[config.mk]
export PLATFORM = sky130hd
export DESIGN_NAME = conv_layer_sequencer_flat
export DESIGN_NICKNAME = d
export VERILOG_FILES = /design/src/rtl/conv_layer_sequencer_if.sv /design/src/rtl/conv_layer_sequencer.sv /design/src/flat_wrapper.sv
export SDC_FILE = /design/constraint.sdc
export NUM_CORES = 1
export LEC_CHECK = 0
export ABC_AREA = 1
export CORE_UTILIZATION = 45
export CTS_CLUSTER_SIZE = 25
export DETAILED_ROUTE_END_ITERATION = 12
export PLACE_DENSITY = 0.68
export SLEW_MARGIN = 20
export SYNTH_ARGS = -nofsm -noshare
export SYNTH_HDL_FRONTEND = slang
export SYNTH_SLANG_ARGS = --single-unit
export TNS_END_PERCENT = 10
[constraint.sdc]
create_clock -name clk -period 2 [get_ports clk]
set_input_delay 0.4 -clock clk [delete_from_list [all_inputs] [get_ports clk]]
set_output_delay 0.4 -clock clk [all_outputs]
set_load 0.1 [all_outputs]
[src/rtl/conv_layer_sequencer_if.sv]
// Sequencer-to-datapath bundle: sample clock and layer handshake in, pulses, index and status out.
// Define SEQ_PERF_EN to add the last_cycles performance output.
interface conv_layer_sequencer_if #(
    parameter int IDX_W = 4,
    parameter int CNT_W = 16
);
    logic             sample_clk;
    logic             conv_done;
    logic             lsb_shift;
    logic             conv_rst;
    logic             conv_start;
    logic [IDX_W-1:0] layer_idx;
    logic             out_latch;
    logic             busy;
    logic             timeout_err;
    logic [CNT_W-1:0] n_sample_ticks;
    logic [CNT_W-1:0] n_overruns;
`ifdef SEQ_PERF_EN
    logic [CNT_W-1:0] last_cycles;

    modport master (
        input  sample_clk, conv_done,
        output lsb_shift, conv_rst, conv_start, layer_idx, out_latch, busy,
               timeout_err, n_sample_ticks, n_overruns, last_cycles
    );
    modport slave (
        output sample_clk, conv_done,
        input  lsb_shift, conv_rst, conv_start, layer_idx, out_latch, busy,
               timeout_err, n_sample_ticks, n_overruns, last_cycles
    );
`else
    modport master (
        input  sample_clk, conv_done,
        output lsb_shift, conv_rst, conv_start, layer_idx, out_latch, busy,
               timeout_err, n_sample_ticks, n_overruns
    );
    modport slave (
        output sample_clk, conv_done,
        input  lsb_shift, conv_rst, conv_start, layer_idx, out_latch, busy,
               timeout_err, n_sample_ticks, n_overruns
    );
`endif
endinterface

[src/rtl/conv_layer_sequencer.sv]
// Per-sample scheduler: shift buffer pulse, then reset/start/done handshake for each conv layer, then output latch.
// Optional macro SEQ_PERF_EN adds a cycle count of the last completed sequence (last_cycles).
module conv_layer_sequencer #(
    parameter int NUM_LAYERS     = 2,
    parameter int TIMEOUT_CYCLES = 1024,
    parameter int IDX_W          = 4,
    parameter int CNT_W          = 16
) (
    input  logic                   clk,
    input  logic                   rst,
    conv_layer_sequencer_if.master seq
);
    localparam int TCNT_W = $clog2(TIMEOUT_CYCLES);
    localparam logic [IDX_W-1:0]  LAST_IDX = IDX_W'(NUM_LAYERS - 1);
    localparam logic [TCNT_W-1:0] T_LIMIT  = TCNT_W'(TIMEOUT_CYCLES - 1);

    typedef enum logic [2:0] {
        S_WAITING     = 3'd0,
        S_SHIFT       = 3'd1,
        S_RST_LAYER   = 3'd2,
        S_START_LAYER = 3'd3,
        S_RUN         = 3'd4,
        S_OUTPUT      = 3'd5
    } state_e;

    state_e            state_q, state_d;
    logic              prev_sc_q;
    logic [IDX_W-1:0]  idx_q, idx_d;
    logic [TCNT_W-1:0] tcnt_q, tcnt_d;
    logic              err_q, err_d;
    logic [CNT_W-1:0]  ticks_q, ticks_d;
    logic [CNT_W-1:0]  ovr_q, ovr_d;
    logic              lsb_q, crst_q, cstart_q, olatch_q, busy_q;
    logic              sample_edge;

    // Next-state, layer index, timeout and counter update
    always_comb begin
        state_d     = state_q;
        idx_d       = idx_q;
        tcnt_d      = tcnt_q;
        err_d       = err_q;
        ticks_d     = ticks_q;
        ovr_d       = ovr_q;
        sample_edge = seq.sample_clk & ~prev_sc_q;

        // Edges are only accepted from WAITING; any other state counts them as overruns
        if (sample_edge && (state_q == S_WAITING)) begin
            ticks_d = ticks_q + CNT_W'(1);
        end else if (sample_edge && (ovr_q != {CNT_W{1'b1}})) begin
            ovr_d = ovr_q + CNT_W'(1);
        end else begin
            ovr_d = ovr_q;
        end

        case (state_q)
            S_WAITING: begin
                if (sample_edge) begin
                    state_d = S_SHIFT;
                    idx_d   = '0;
                end else begin
                    state_d = S_WAITING;
                end
            end
            S_SHIFT:     state_d = S_RST_LAYER;
            S_RST_LAYER: state_d = S_START_LAYER;
            S_START_LAYER: begin
                state_d = S_RUN;
                tcnt_d  = '0;
            end
            S_RUN: begin
                if (seq.conv_done && (idx_q == LAST_IDX)) begin
                    state_d = S_OUTPUT;
                end else if (seq.conv_done) begin
                    idx_d   = idx_q + IDX_W'(1);
                    state_d = S_RST_LAYER;
                end else if (tcnt_q == T_LIMIT) begin
                    err_d   = 1'b1;
                    state_d = S_WAITING;
                end else begin
                    tcnt_d = tcnt_q + TCNT_W'(1);
                end
            end
            S_OUTPUT: state_d = S_WAITING;
            default:  state_d = S_WAITING;
        endcase
    end

    // State, counters and outputs; outputs decode the next state so they line up with it
    always_ff @(posedge clk) begin
        if (rst) begin
            state_q   <= S_WAITING;
            prev_sc_q <= 1'b0;
            idx_q     <= '0;
            tcnt_q    <= '0;
            err_q     <= 1'b0;
            ticks_q   <= '0;
            ovr_q     <= '0;
            lsb_q     <= 1'b0;
            crst_q    <= 1'b0;
            cstart_q  <= 1'b0;
            olatch_q  <= 1'b0;
            busy_q    <= 1'b0;
        end else begin
            state_q   <= state_d;
            prev_sc_q <= seq.sample_clk;
            idx_q     <= idx_d;
            tcnt_q    <= tcnt_d;
            err_q     <= err_d;
            ticks_q   <= ticks_d;
            ovr_q     <= ovr_d;
            lsb_q     <= (state_d == S_SHIFT);
            crst_q    <= (state_d == S_RST_LAYER);
            cstart_q  <= (state_d == S_START_LAYER);
            olatch_q  <= (state_d == S_OUTPUT);
            busy_q    <= (state_d != S_WAITING);
        end
    end

    assign seq.lsb_shift      = lsb_q;
    assign seq.conv_rst       = crst_q;
    assign seq.conv_start     = cstart_q;
    assign seq.layer_idx      = idx_q;
    assign seq.out_latch      = olatch_q;
    assign seq.busy           = busy_q;
    assign seq.timeout_err    = err_q;
    assign seq.n_sample_ticks = ticks_q;
    assign seq.n_overruns     = ovr_q;

`ifdef SEQ_PERF_EN
    logic [CNT_W-1:0] perf_q, last_q;
    logic [CNT_W:0]   perf_total;

    // perf_q is 0 during SHIFT, so the length at OUTPUT entry is perf_q plus this cycle plus OUTPUT
    always_comb begin
        perf_total = {1'b0, perf_q} + (CNT_W + 1)'(2);
    end

    // Sequence length counter and snapshot on successful completion
    always_ff @(posedge clk) begin
        if (rst) begin
            perf_q <= '0;
            last_q <= '0;
        end else begin
            if (state_d == S_SHIFT) begin
                perf_q <= '0;
            end else if ((state_q != S_WAITING) && (perf_q != {CNT_W{1'b1}})) begin
                perf_q <= perf_q + CNT_W'(1);
            end else begin
                perf_q <= perf_q;
            end
            if (state_d == S_OUTPUT) begin
                last_q <= perf_total[CNT_W] ? {CNT_W{1'b1}} : perf_total[CNT_W-1:0];
            end else begin
                last_q <= last_q;
            end
        end
    end

    assign seq.last_cycles = last_q;
`endif
endmodule

[src/flat_wrapper.sv]
// flat-port wrapper written by rule: the top's interface ports become plain ports
module conv_layer_sequencer_flat 
#(
    parameter int NUM_LAYERS     = 2,
    parameter int TIMEOUT_CYCLES = 1024,
    parameter int IDX_W          = 4,
    parameter int CNT_W          = 16
)
  (clk, rst, seq_sample_clk, seq_conv_done, seq_lsb_shift, seq_conv_rst, seq_conv_start, seq_layer_idx, seq_out_latch, seq_busy, seq_timeout_err, seq_n_sample_ticks, seq_n_overruns);
  conv_layer_sequencer_if #(.IDX_W(IDX_W), .CNT_W(CNT_W)) seq_i ();
  input  logic clk;
  input  logic rst;
  input wire logic [$bits(seq_i.sample_clk)-1:0] seq_sample_clk;
  input wire logic [$bits(seq_i.conv_done)-1:0] seq_conv_done;
  output wire logic [$bits(seq_i.lsb_shift)-1:0] seq_lsb_shift;
  output wire logic [$bits(seq_i.conv_rst)-1:0] seq_conv_rst;
  output wire logic [$bits(seq_i.conv_start)-1:0] seq_conv_start;
  output wire logic [$bits(seq_i.layer_idx)-1:0] seq_layer_idx;
  output wire logic [$bits(seq_i.out_latch)-1:0] seq_out_latch;
  output wire logic [$bits(seq_i.busy)-1:0] seq_busy;
  output wire logic [$bits(seq_i.timeout_err)-1:0] seq_timeout_err;
  output wire logic [$bits(seq_i.n_sample_ticks)-1:0] seq_n_sample_ticks;
  output wire logic [$bits(seq_i.n_overruns)-1:0] seq_n_overruns;
  assign seq_i.sample_clk = seq_sample_clk;
  assign seq_i.conv_done = seq_conv_done;
  assign seq_lsb_shift = seq_i.lsb_shift;
  assign seq_conv_rst = seq_i.conv_rst;
  assign seq_conv_start = seq_i.conv_start;
  assign seq_layer_idx = seq_i.layer_idx;
  assign seq_out_latch = seq_i.out_latch;
  assign seq_busy = seq_i.busy;
  assign seq_timeout_err = seq_i.timeout_err;
  assign seq_n_sample_ticks = seq_i.n_sample_ticks;
  assign seq_n_overruns = seq_i.n_overruns;
  conv_layer_sequencer #(.NUM_LAYERS(NUM_LAYERS), .TIMEOUT_CYCLES(TIMEOUT_CYCLES), .IDX_W(IDX_W), .CNT_W(CNT_W)) u_core (.clk(clk), .rst(rst), .seq(seq_i));
endmodule
**Word level (Yosys, flattened, before mapping)**

Cells that the tools add are included.

- Input bits: 4
- Flip-flop bits (word level): 56

- Reductions and logical operators: 11
- Add/sub/neg operators: 4
- Equality and inequality tests: 16
- Muxes and demuxes: 13
- Bitwise logic cells: 5

Operators by type and width:

| cell | count |
|---|---|
| adder 16 x 1 -> 16 bit, second input constant | 2 |
| two-way mux 10 bit | 3 |
| case mux 10 bit (2 select lines) | 1 |
| inequality test 16 bit, second input constant | 1 |
| case mux 3 bit (5 select lines) | 1 |
| equality test 3 x 2 -> 1 bit, second input constant | 4 |
| two-way mux 4 bit | 3 |
| AND reduction 4 bit | 3 |
| adder 10 x 1 -> 10 bit, second input constant | 1 |
| equality test 10 bit, second input constant | 1 |
| two-way mux 3 bit | 3 |
| inequality test 2 bit, second input constant | 4 |
| case mux 4 bit (2 select lines) | 1 |
| equality test 3 x 1 -> 1 bit, second input constant | 2 |
| equality test 3 bit, second input constant | 2 |
| adder 4 x 1 -> 4 bit, second input constant | 1 |
| equality test 4 x 1 -> 1 bit, second input constant | 1 |
| NOT 1 bit | 4 |
| nonzero test 2 bit | 2 |
| logical AND 1 bit | 3 |
| zero test 3 bit | 1 |
| nonzero test 3 bit | 1 |
| inequality test 2 x 1 -> 1 bit, second input constant | 1 |
| AND reduction 2 bit | 1 |
| other kinds (2) | 2 |

**Longest topological paths before layout**

Gate-level depths: netlist (run 1).

- Depth in word-level cells: 6
- Mapped depth: 10
- Depth with buffers taken out: 10

**Least setup slack after synthesis (run 1)**

OpenSTA, ideal clock, no wires.

- Path type: reg2reg
- From: reg u_core.ovr_q[1] (netlist: u_core.seq.n_overruns[1])
- To: reg u_core.ovr_q[5] (netlist: u_core.seq.n_overruns[5])
- Period minus slack after synthesis: 2.288 ns
- Buffers on the path: 1
- Stages on the path, launching flop included: 10
- Setup slack: -0.288 ns
- Required time: 1.861 ns
- Library setup time: 0.139 ns
- Arrival: 2.148 ns
- Path through: dfxtp_1 ha_1 nand2_2 nor2_4 nand4_4 nand2_4 inv_2 buf_6 nand2_1 a21oi_2

- Cells in the longest elaborated chain, start to end: 3
- Elaborated cells on any way between the ends: 4
- Classes of those cells: add/sub: 1; eq/ne: 1; reduce/logical: 2

RTL lines:

| what | RTL line | source |
|---|---|---|
| start, declared | conv_layer_sequencer.sv:32 | `logic [CNT_W-1:0] ovr_q, ovr_d;` |
| start signal, assigned | conv_layer_sequencer.sv:110 | `ovr_q <= ovr_d;` |
| parallel branches: the longest is 3 deep, another holds adder 16 x 1 -> 16 bit | n/a |  |

Several ways; the timed one is not identified.
A chain may end at the register's enable or synchronous reset.

**Worst setup path in the final report (run 1)**

- From: reg u_core.tcnt_q[0]
- To: reg u_core.tcnt_q[2]

- Cells in the longest elaborated chain, start to end: 5
- Elaborated cells on any way between the ends: 8
- Classes of those cells: add/sub: 1; eq/ne: 2; mux: 4; reduce/logical: 1

RTL lines:

| what | RTL line | source |
|---|---|---|
| start, declared | conv_layer_sequencer.sv:29 | `logic [TCNT_W-1:0] tcnt_q, tcnt_d;` |
| start signal, assigned | conv_layer_sequencer.sv:107 | `tcnt_q <= tcnt_d;` |
| adder 10 x 1 -> 10 bit | conv_layer_sequencer.sv:80 | `tcnt_d = tcnt_q + TCNT_W'(1);` |
| two-way mux 10 bit | conv_layer_sequencer.sv:76 | `end else if (tcnt_q == T_LIMIT) begin` |
| two-way mux 10 bit | conv_layer_sequencer.sv:73 | `end else if (seq.conv_done) begin` |
| two-way mux 10 bit | conv_layer_sequencer.sv:71 | `if (seq.conv_done && (idx_q == LAST_IDX)) begin` |
| case mux 10 bit (2 select lines) | conv_layer_sequencer.sv:55 | `case (state_q)` |

Parallel ways exist; a longest one is shown, timed or not. The select of a mux whose other input is x is not followed.

==> run_results.csv, run 1 <==
group,metric,value,unit
outcome,outcome,"finished, violations left",
outcome,violations,"design-rule violations",
setup_path,criticalPathCategory,"reg2reg",
cells_and_area,layout.filler_cells,649,
setup_path,cp-start-kind,"register",
floorplan,chipHeight,84.2,um
sta,timing.clock.skew,13.4,ps
setup_path,slowest_stage,"dfxtp_1",
floorplan,num_rows,29,
pwr,p_per_area,592,nW/um^2
cells_and_area,area_growth_syn_to_layout,19.0,%
synthesis,syn_inst,446,
synthesis,syn_nets,455,
sta,finalMaxSlewViolations,0,
floorplan,dieWidth,84.2,um
floorplan,core,6420,um^2
clock_tree,cts_setup_buffers,0,
cells_and_area,nets,506,
run,maxCapViolCount,0,
worst_hold_path,min-delay-path-class,"reg2reg",
setup_path,cp-end-kind,"register",
synthesis,synth-seq-cells,56,
synthesis,post_synth_instance_area,3040,um^2
sta,maxSlewHeadroom,0.593,
setup_path,slowest_delay,400,ps
sta,layout_worst_path_cycle_share,0.843,
clock_tree,clock_path_buffers,2,
worst_hold_path,hold_path_start,"u_core.tcnt_q[7]",
route,via_per_inst,4.92,
route,dr.first_iter.drc_count,84,
route,detail_route.wirelength,6.58,mm
global_routing,grt_first_pass_wirelength,11.2,mm
global_routing,first_global_vias,2463,
setup_path,cp_cell_sequence,"ha_1, nand3_2, nor2_1, nand3_1, nand2_2, inv_2, nand2_1, nand2_1, a21oi_1",
setup_path,cp_data_arrival_time,1940,ps
global_routing,antenna_found_initial,0,
setup_path,cp_data_required_time,2250,ps
placed_design,hpwl,4.93,mm
worst_hold_path,worst_hold_path.num_cells,2,
pwr,total_leakage_power,1.53,nW
setup_path,critical_r2r_capture,"u_core.tcnt_q[2]",
sta,tightestPinTransition,610,ps
placed_design,buffer_ports.inserted,45,
setup_path,r2r.worst_path.cells,9,
route,drt-pass1-iter-count,8,
synthesis,biggest_area_contributors_in_the_synthesized_netlist,"dfxtp_1, nand2_1, nor2_1, inv_1, nand3_1",
synthesis,sequential_share_of_the_synthesized_area,0.368,
pwr,worst_ir_drop_vdd,632,uV
clock_tree,tritoncts_clock_tree,"done",
synthesis,synth_top_cell_by_area,"dfxtp_1",
setup_path,worst-path-max-fanout,12,
cells_and_area,drive_above_1_share,0.207,
clock_tree,clk_transition_reported_paths,100,ps
sta,grt_setup_unrepaired,"no",
sta,setup_viol,0,
setup_path,worst_r2r_startpoint,"u_core.tcnt_q[0]",
route,via_count,2829,
sta,hold_viol,0,
route,ant_nets,0,
floorplan,die_area,7090,um^2
floorplan,floorplan.initialDensity,0.474,
synthesis,ys_types,32,
setup_path,critical_path_s_most_frequent_cell,"nand2_1",
sta,max_clock_freq,0.593,GHz
synthesis,synthDominantCellAreaShare,0.368,
clock_tree,worst_skew_pair_latency,310,ps
clock_tree,cts_buffers,5,
floorplan,ios,46,
cells_and_area,n_antenna_cell,0,
placed_design,gp_routability_congestion,0.877,
clock_tree,cts-htree-levels,2,
route,post_drt_wl_per_cell,11.4,um
clock_tree,cts_resized,0,
route,drc,4,
sta,finalSetupTns,0,ps
clock_tree,cts_hold_repair.buffers,0,
global_routing,grt_max_degree,20,
clock_tree,clock_sinks,56,
synthesis,syn-mean-instance-area,6.82,um^2
global_routing,grt_overflow_total,0,
synthesis,synthesis.yosys.warnings,0,
worst_hold_path,whs_endpoint,"u_core.tcnt_q[7]",
placed_design,detailedPlace.worstSlack,64.5,ps
sta,worst_slack,314,ps
sta,finalCriticalPeriod,1690,ps
global_routing,grt_use_total,0.194,
clock_tree,cts_root_buffer,"clkbuf_8",
setup_path,reg2reg_setup_slack,310,ps
## per-layer routing
layer	vias to the layer above	global-route usage	part of all wire
met2	47	0.325	0.45
li1	1500	-	-
met1	1276	0.256	0.50
met3	6	0.0413	0.041
met5	-	0	0
met4	0	0.0470	0.0096
## area by class of cell
class                      count  area, um^2  share of cell area
clock buffer                   7        76.3              0.0211
clock inverter                 1        8.76             0.00242
inverter                      57         214              0.0591
multi-input combinational    324        1630               0.451
sequential                    56        1140               0.314
tap                           77        96.3              0.0266
timing repair buffer          53         455               0.126
## worst max path at each step
stage	from	endpoint	slack (ps)	cells after the start
after global placement	rst	u_core.seq.conv_rst	110	4
final	u_core.tcnt_q[0]	u_core.tcnt_q[2]	310	9
after global routing	u_core.tcnt_q[0]	u_core.tcnt_q[2]	150	9
after floorplan	u_core.seq.n_overruns[13]	u_core.seq.n_overruns[5]	10	8
after detailed placement	seq_sample_clk	u_core.seq.n_overruns[5]	60	10
after CTS	u_core.tcnt_q[0]	u_core.tcnt_q[2]	290	9
## cells in the final DEF (no fill, tap or decap), drive strengths merged, types with 7 or more instances in the layout
master	synthesis	final
nand2	127	127
nor2	75	75
inv	57	57
dfxtp	56	56
buf	7	50
nand3	35	35
a21oi	34	34
o21ai	18	18
xor2	8	8
xnor2	7	7
clkbuf	2	7
## per-stage QoR
step | cell area, um^2 | hold slack [ps] | util | power (W) | std cells
6_report | 3620 | 475 | 0.564 | 0.00214 | 575
5_1_grt | 3620 | 502 | 0.564 | 0.00225 | 575
4_1_cts | 3620 | 480 | 0.564 | 0.00217 | 575
3_5_place_dp | 3540 | 465 | 0.551 | 0.00155 | 567
3_3_place_gp | 3540 | 449 | 0.551 | 0.00154 | 567
2_1_floorplan | 3060 | 435 | - | 0.00147 | 446
## worst max-delay path: cells and delay by family (launching register included)
| family | cells | cell delay, ps |
|---|---|---|
| and+or+nand+nor | 6 | 740 |
| DFF | 1 | 400 |
| adders and majority gates | 1 | 270 |
| AOI/OAI and AO/OA | 1 | 110 |
| buffers and inverters | 1 | 100 |
## cell usage after synthesis (all sizes together)
master and number:
a21oi 34, and3 1, buf 7, clkbuf 2, dfxtp 56, ha 5
inv 57, nand2 127, nand3 35, nand3b 1, nand4 5, nor2 75
nor3 3, nor3b 1, o21ai 18, o21bai 4, xnor2 7, xor2 8
## registers in the layout (all words and copies together) (netlist names), 3 cells and up
name / count
u_core.seq.layer_idx: 4
u_core.seq.n_overruns: 16
u_core.seq.n_sample_ticks: 16
u_core.tcnt_q: 10
u_core.state_q: 3
## logic make-up (layout without fill, tap and decap cells)
group / Yosys count / in the layout / synth area share
adders and majority gates: 5 / 5 / 0.0206
AOI/OAI and AO/OA: 56 / 56 / 0.111
xor gates and xnor gates: 15 / 15 / 0.0432
and+or+nand+nor: 248 / 248 / 0.362
DFF: 56 / 56 / 0.368
buffers and inverters: 66 / 118 / 0.0946
## where the power goes
group / leakage, nW / internal [W] / switching (W)
Combinational: 1.03 / 0.0000897 / 0.000266
Clock: 0.0424 / 0.000252 / 0.000372
Sequential: 0.459 / 0.00114 / 0.0000227
Power figures use the tool's default switching activity.
==> run 2: changes to the inputs <==
Clock period 2 ns to 1.66 ns, I/O delays scaled along.
==> run 2 against run 1 <==
Effect of this change:
- the flow still finishes with violations (design-rule violations)
- routed wire length rose by 10%
- final area increased by 19%
- critical endpoint is now u_core.seq.n_overruns[8]
- first-iteration DRC count increased by 32%
- largest power group unchanged
- clock-buffer cell count unchanged
- cell count increased by 2.6%
==> run_results.csv, run 2 (same netlist as run 1, synthesis figures left out) <==
group,metric,value,unit
outcome,outcome,"finished, violations left",
outcome,violations,"design-rule violations",
worst_hold_path,whs_endpoint,"u_core.tcnt_q[9]",
sta,finalMaxSlewViolations,0,
setup_path,cp_data_required_time,1840,ps
sta,finalCriticalPeriod,1550,ps
sta,hold_viol,0,
global_routing,antenna_found_initial,0,
clock_tree,cts-htree-levels,2,
clock_tree,clock_path_buffers,2,
placed_design,buffer_ports.inserted,45,
sta,finalSetupTns,0,ps
sta,timing.clock.skew,11.6,ps
placed_design,hpwl,5.50,mm
floorplan,die_area,7090,um^2
floorplan,dieWidth,84.2,um
setup_path,cp-start-kind,"input pin",
setup_path,cp_data_arrival_time,1730,ps
setup_path,critical_r2r_capture,"u_core.seq.n_overruns[8]",
setup_path,worst_r2r_startpoint,"u_core.seq.n_overruns[0]",
pwr,total_leakage_power,1.74,nW
placed_design,detailedPlace.worstSlack,-232,ps
sta,holdWs,482,ps
setup_path,cp-end-kind,"register",
pwr,worst_ir_drop_vdd,422,uV
worst_hold_path,hold_path_start,"u_core.tcnt_q[9]",
floorplan,num_rows,29,
floorplan,core,6420,um^2
global_routing,gr-max-usage-layer,"met2",
cells_and_area,nets,521,
route,ant_nets,0,
cells_and_area,drive_above_1_share,0.279,
global_routing,grt_use_total,0.215,
worst_hold_path,min-delay-path-class,"reg2reg",
route,detail_route.wirelength,7.24,mm
setup_path,criticalPathCategory,"in2reg",
cells_and_area,final_cell_mix,"nand2_1, nor2_1, inv_1",
clock_tree,worst_skew_pair_latency,300,ps
sta,setup_viol,0,
setup_path,worst-path-max-fanout,13,
floorplan,chipHeight,84.2,um
global_routing,grtUsageMet1,0.273,
global_routing,globalRouteMet3Util,0.0305,
run,maxCapViolCount,0,
global_routing,first_global_vias,2836,
pwr,intPower,0.00195,W
setup_path,critPathBufInv,4,
floorplan,floorplan.initialDensity,0.474,
global_routing,grt_first_pass_wirelength,12.6,mm
clock_tree,tritoncts_clock_tree,"done",
route,drc,6,
clock_tree,clock_sinks,56,
setup_path,crit_family,"buffers and inverters",
setup_path,slowest_stage,"clkdlybuf4s50_1",
pwr,switching_share,0.296,
route,drt-pass1-iter-count,8,
sta,layout_worst_path_cycle_share,0.934,
global_routing,use_met2,0.381,
worst_hold_path,worst_hold_path.num_cells,2,
sta,maxSlewHeadroom,0.786,
sta,tightestPinTransition,321,ps
setup_path,cp-startpoint,"seq_sample_clk",
setup_path,r2r.worst_path.cells,8,
floorplan,ios,46,
sta,grt_setup_unrepaired,"no",
cells_and_area,n_antenna_cell,0,
cells_and_area,final_common_cell,"nand2_1",
pwr,power.share.clock,0.303,
pwr,p_switching,0.000821,W
cells_and_area,area_growth_syn_to_layout,42.2,%
sta,worst_slack,110,ps
route,via_per_inst,5.04,
clock_tree,cts_root_buffer,"clkbuf_8",
sta,max_clock_freq,0.645,GHz
pwr,p_per_area,641,nW/um^2
placed_design,gp_routability_congestion,0.904,
clock_tree,clk_transition_reported_paths,100,ps
global_routing,grt_overflow_total,0,
setup_path,reg2reg_setup_slack,140,ps
cells_and_area,final-instance-count-excl-fill,590,
route,via_count,2973,
clock_tree,cts_buffers,5,
placed_design,inst_count_dp,580,
pwr,power_share_of_the_sequential_group,0.506,
route,post_drt_wl_per_cell,12.3,um
route,dr.first_iter.drc_count,111,
pwr,share_comb_of_total_power,0.191,
global_routing,grt_max_degree,22,
setup_path,cp_cell_sequence,"clkdlybuf4s50_1, inv_1, nor2_2, inv_2, nor2_4, nor2_4, nand2_4, inv_2, nand2_1, a21oi_2",
setup_path,slowest_delay,460,ps
==> run 2: cell count changes in the layout (fill, tap and decap cells not counted), sizes merged <==
cell	previous run	this run
clkinv	1	0
buf	50	65
inv	57	58
==> run 2: worst max path at each step <==
stage                               endpoint  slack, ps  depth (start not counted)
6_report            u_core.seq.n_overruns[8]        110                         10
3_5_place_dp        u_core.seq.n_overruns[8]       -230                         10
4_1_cts             u_core.seq.n_overruns[8]         80                         10
5_1_grt                     u_core.tcnt_q[2]         10                          9
3_3_place_gp       u_core.seq.n_overruns[15]       -210                         10
2_1_floorplan  u_core.seq.n_sample_ticks[15]        -70                          7
==> run 2: final cells by class <==
cell class	count	area (um^2)
Fill cell	537	2100
Clock buffer	7	97.6
Multi-Input combinational cell	324	1650
Sequential cell	56	1190
Tap cell	77	96.3
Timing Repair Buffer	68	1070
Clock inverter	1	8.76
Inverter	57	214
==> run 2: what timing repair did <==
action                                 CTS  global route
setup endpoints to repair                0            12
hold buffers                             0             0
resized for setup                        0             4
endpoints found under the hold margin    0             0
setup buffers                            0             2
==> run 2: through the flow <==
stage / instance area (um^2) / util / power, W
finish: 4330 / 0.674 / 0.00277
global route: 4330 / 0.674 / 0.00290
CTS: 4300 / 0.670 / 0.00280
detailed placement: 4200 / 0.653 / 0.00196
global placement: 4200 / 0.653 / 0.00195
floorplan: 3120 / - / 0.00176
==> run 2: power by group through the flow <==
stage,Combinational [W],Clock [W],Sequential (W)
after floorplan,0.000181,0,0.00158
after global placement,0.000518,0,0.00143
after detailed placement,0.000525,0,0.00143
after CTS,0.000527,0.000873,0.00140
after global routing,0.000566,0.000928,0.00141
final,0.000530,0.000841,0.00140
==> run 2: routing by layer <==
| layer | share of wire | vias up |
|---|---|---|
| met5 | 0 | - |
| met1 | 0.46 | 1379 |
| met3 | 0.041 | 4 |
| li1 | - | 1526 |
| met4 | 0.0065 | 0 |
| met2 | 0.49 | 64 |
==> run 2: worst min-delay path, delay by kind of cell (launching register included) <==
| family | cells | cell delay (ps) |
|---|---|---|
| flops | 1 | 340 |
| simple gates | 2 | 120 |
==> run 3: changes to the inputs <==
Settings changed: GPL_TIMING_DRIVEN set to 0, SKIP_LAST_GASP set to 1.
==> run 3 against run 2 <==
Effect of this change:
- the flow finishes with violations (design-rule violations, negative setup slack)
- combinational power fell by 19%
- maximum frequency fell by 17%
- sequential cell count did not move
- final area fell by 14%
- sequential power barely moved
- total power fell by 3.6%
- utilization fell by 9.4 points
- clock skew fell by 5.3 ps
- die area did not move
- first-iteration DRC count fell by 7.2%
- non-clock buffer count fell by 14
- critical endpoint is now seq_n_overruns[1]
- largest cell class unchanged
- largest power group unchanged
- highest routed layer unchanged
==> run_results.csv, run 3 (same netlist as run 1, synthesis figures left out) <==
group,metric,value,unit
setup_path,reg2reg_setup_slack,10,ps
cells_and_area,n_antenna_cell,0,
route,via_count,2841,
placed_design,detailedPlace.worstSlack,-319,ps
cells_and_area,final_cell_mix,"nand2_1, nor2_1, inv_1",
placed_design,hpwl,5.01,mm
setup_path,slowest_stage,"dlygate4sd2_1",
sta,setup_viol,32,
setup_path,slowest_delay,850,ps
route,detail_route.wirelength,6.72,mm
pwr,share_comb_of_total_power,0.161,
clock_tree,cts_buffers,5,
global_routing,use_met2,0.330,
global_routing,grt_max_degree,18,
sta,tightestPinTransition,969,ps
route,dr.first_iter.drc_count,103,
clock_tree,clock_path_buffers,2,
pwr,intPower,0.00186,W
setup_path,critical_path_destination,"seq_n_overruns[1]",
sta,layout_worst_path_cycle_share,1.13,
global_routing,grt_use_total,0.200,
sta,holdWs,473,ps
pwr,p_per_area,718,nW/um^2
route,post_drt_wl_per_cell,11.7,um
global_routing,first_global_vias,2541,
cells_and_area,nets,507,
clock_tree,cts_root_buffer,"clkbuf_8",
sta,finalCriticalPeriod,1880,ps
route,ant_nets,0,
setup_path,r2r.worst_path.cells,9,
floorplan,die_area,7090,um^2
floorplan,floorplan.initialDensity,0.474,
setup_path,cp_cell_sequence,"dlygate4sd2_1",
setup_path,worst_r2r_startpoint,"u_core.tcnt_q[0]",
sta,max_clock_freq,0.533,GHz
floorplan,num_rows,29,
setup_path,cp_data_arrival_time,1540,ps
global_routing,grt_overflow_total,0,
setup_path,critPathBufInv,1,
pwr,switching_share,0.304,
global_routing,globalRouteMet3Util,0.0492,
setup_path,cp-startpoint,"u_core.seq.n_overruns[1]",
setup_path,cp_data_required_time,1330,ps
cells_and_area,area_growth_syn_to_layout,22.3,%
setup_path,worst-path-max-fanout,4,
clock_tree,worst_skew_pair_latency,310,ps
placed_design,gp_routability_congestion,0.794,
pwr,p_switching,0.000812,W
cells_and_area,drive_above_1_share,0.180,
placed_design,buffer_ports.inserted,45,
sta,timing.clock.skew,6.31,ps
setup_path,crit_family,"buffers and inverters",
clock_tree,cts_setup_buffers,0,
outcome,violations,"design-rule violations, negative setup slack",
sta,worst_slack,-217,ps
clock_tree,cts_hold_repair.buffers,0,
sta,finalMaxSlewViolations,0,
clock_tree,cts-htree-levels,2,
clock_tree,tritoncts_clock_tree,"done",
global_routing,gr-max-usage-layer,"met2",
sta,hold_viol,0,
pwr,power.share.clock,0.320,
cells_and_area,final_common_cell,"nand2_1",
cells_and_area,postLayoutCoreUtil,0.579,
setup_path,critical_r2r_capture,"u_core.tcnt_q[8]",
run,maxCapViolCount,0,
pwr,total_leakage_power,1.58,nW
setup_path,criticalPathCategory,"reg2out",
sta,maxSlewHeadroom,0.357,
sta,grt_setup_unrepaired,"yes",
floorplan,ios,46,
setup_path,crit_cells,1,
floorplan,chipHeight,84.2,um
route,via_per_inst,4.93,
global_routing,grtUsageMet1,0.263,
route,drc,6,
floorplan,core,6420,um^2
clock_tree,clock_sinks,56,
setup_path,cp-end-kind,"primary output",
pwr,design_power_total,0.00267,W
outcome,outcome,"finished, violations left",
global_routing,antenna_found_initial,0,
clock_tree,clk_transition_reported_paths,100,ps
setup_path,cp-start-kind,"register",
pwr,power_share_of_the_sequential_group,0.520,
placed_design,postPlaceCellArea,3670,um^2
pwr,worst_ir_drop_vdd,496,uV
worst_hold_path,min-delay-path-class,"reg2reg",
cells_and_area,stdcell_area,3720,um^2
global_routing,grt_first_pass_wirelength,11.6,mm
floorplan,dieWidth,84.2,um
route,drt-pass1-iter-count,8,
[run 3: what timing repair did]
item                                    CTS  global route
pin swaps                                 0             0
resized for setup                        63             9
endpoints found under the setup margin   42            65
[run 3: area by class of cell]
cell class / count / area (um^2)
multi-input cells: 324 / 1650
inverters: 57 / 214
well taps: 77 / 96.3
fillers: 627 / 2700
clock buffers: 7 / 97.6
plain buffers: 9 / 73.8
clock inverters: 1 / 8.76
flip-flops and latches: 56 / 1190
repair buffers: 45 / 398
[run 3: how the worst min path moves through the flow]
stage,start,endpoint,depth (start not counted)
final,u_core.tcnt_q[7],u_core.tcnt_q[7],2
after global routing,u_core.tcnt_q[7],u_core.tcnt_q[7],2
after CTS,u_core.tcnt_q[7],u_core.tcnt_q[7],2
after detailed placement,u_core.tcnt_q[7],u_core.tcnt_q[7],2
after global placement,u_core.tcnt_q[7],u_core.tcnt_q[7],2
after floorplan,u_core.tcnt_q[7],u_core.tcnt_q[7],2
[run 3: per-stage QoR]
step                      instances  setup TNS (ps)
after floorplan                 446            -159
after global placement          568          -13590
after detailed placement        568          -14110
after CTS                       576           -8000
after global routing            576           -9150
final                           576           -6160
[run 3: power groups by stage]
stage	clock network, W	registers (W)	logic, W
6_report	0.000855	0.00139	0.000429
5_1_grt	0.000942	0.00139	0.000460
4_1_cts	0.000884	0.00139	0.000432
3_5_place_dp	0	0.00142	0.000444
3_3_place_gp	0	0.00142	0.000441
2_1_floorplan	0	0.00158	0.000181
[run 3: layer usage]
metal  wire, um  share of wire
met5          0              0
met4         52         0.0077
met3        283          0.042
met2       3090           0.46
met1       3290           0.49
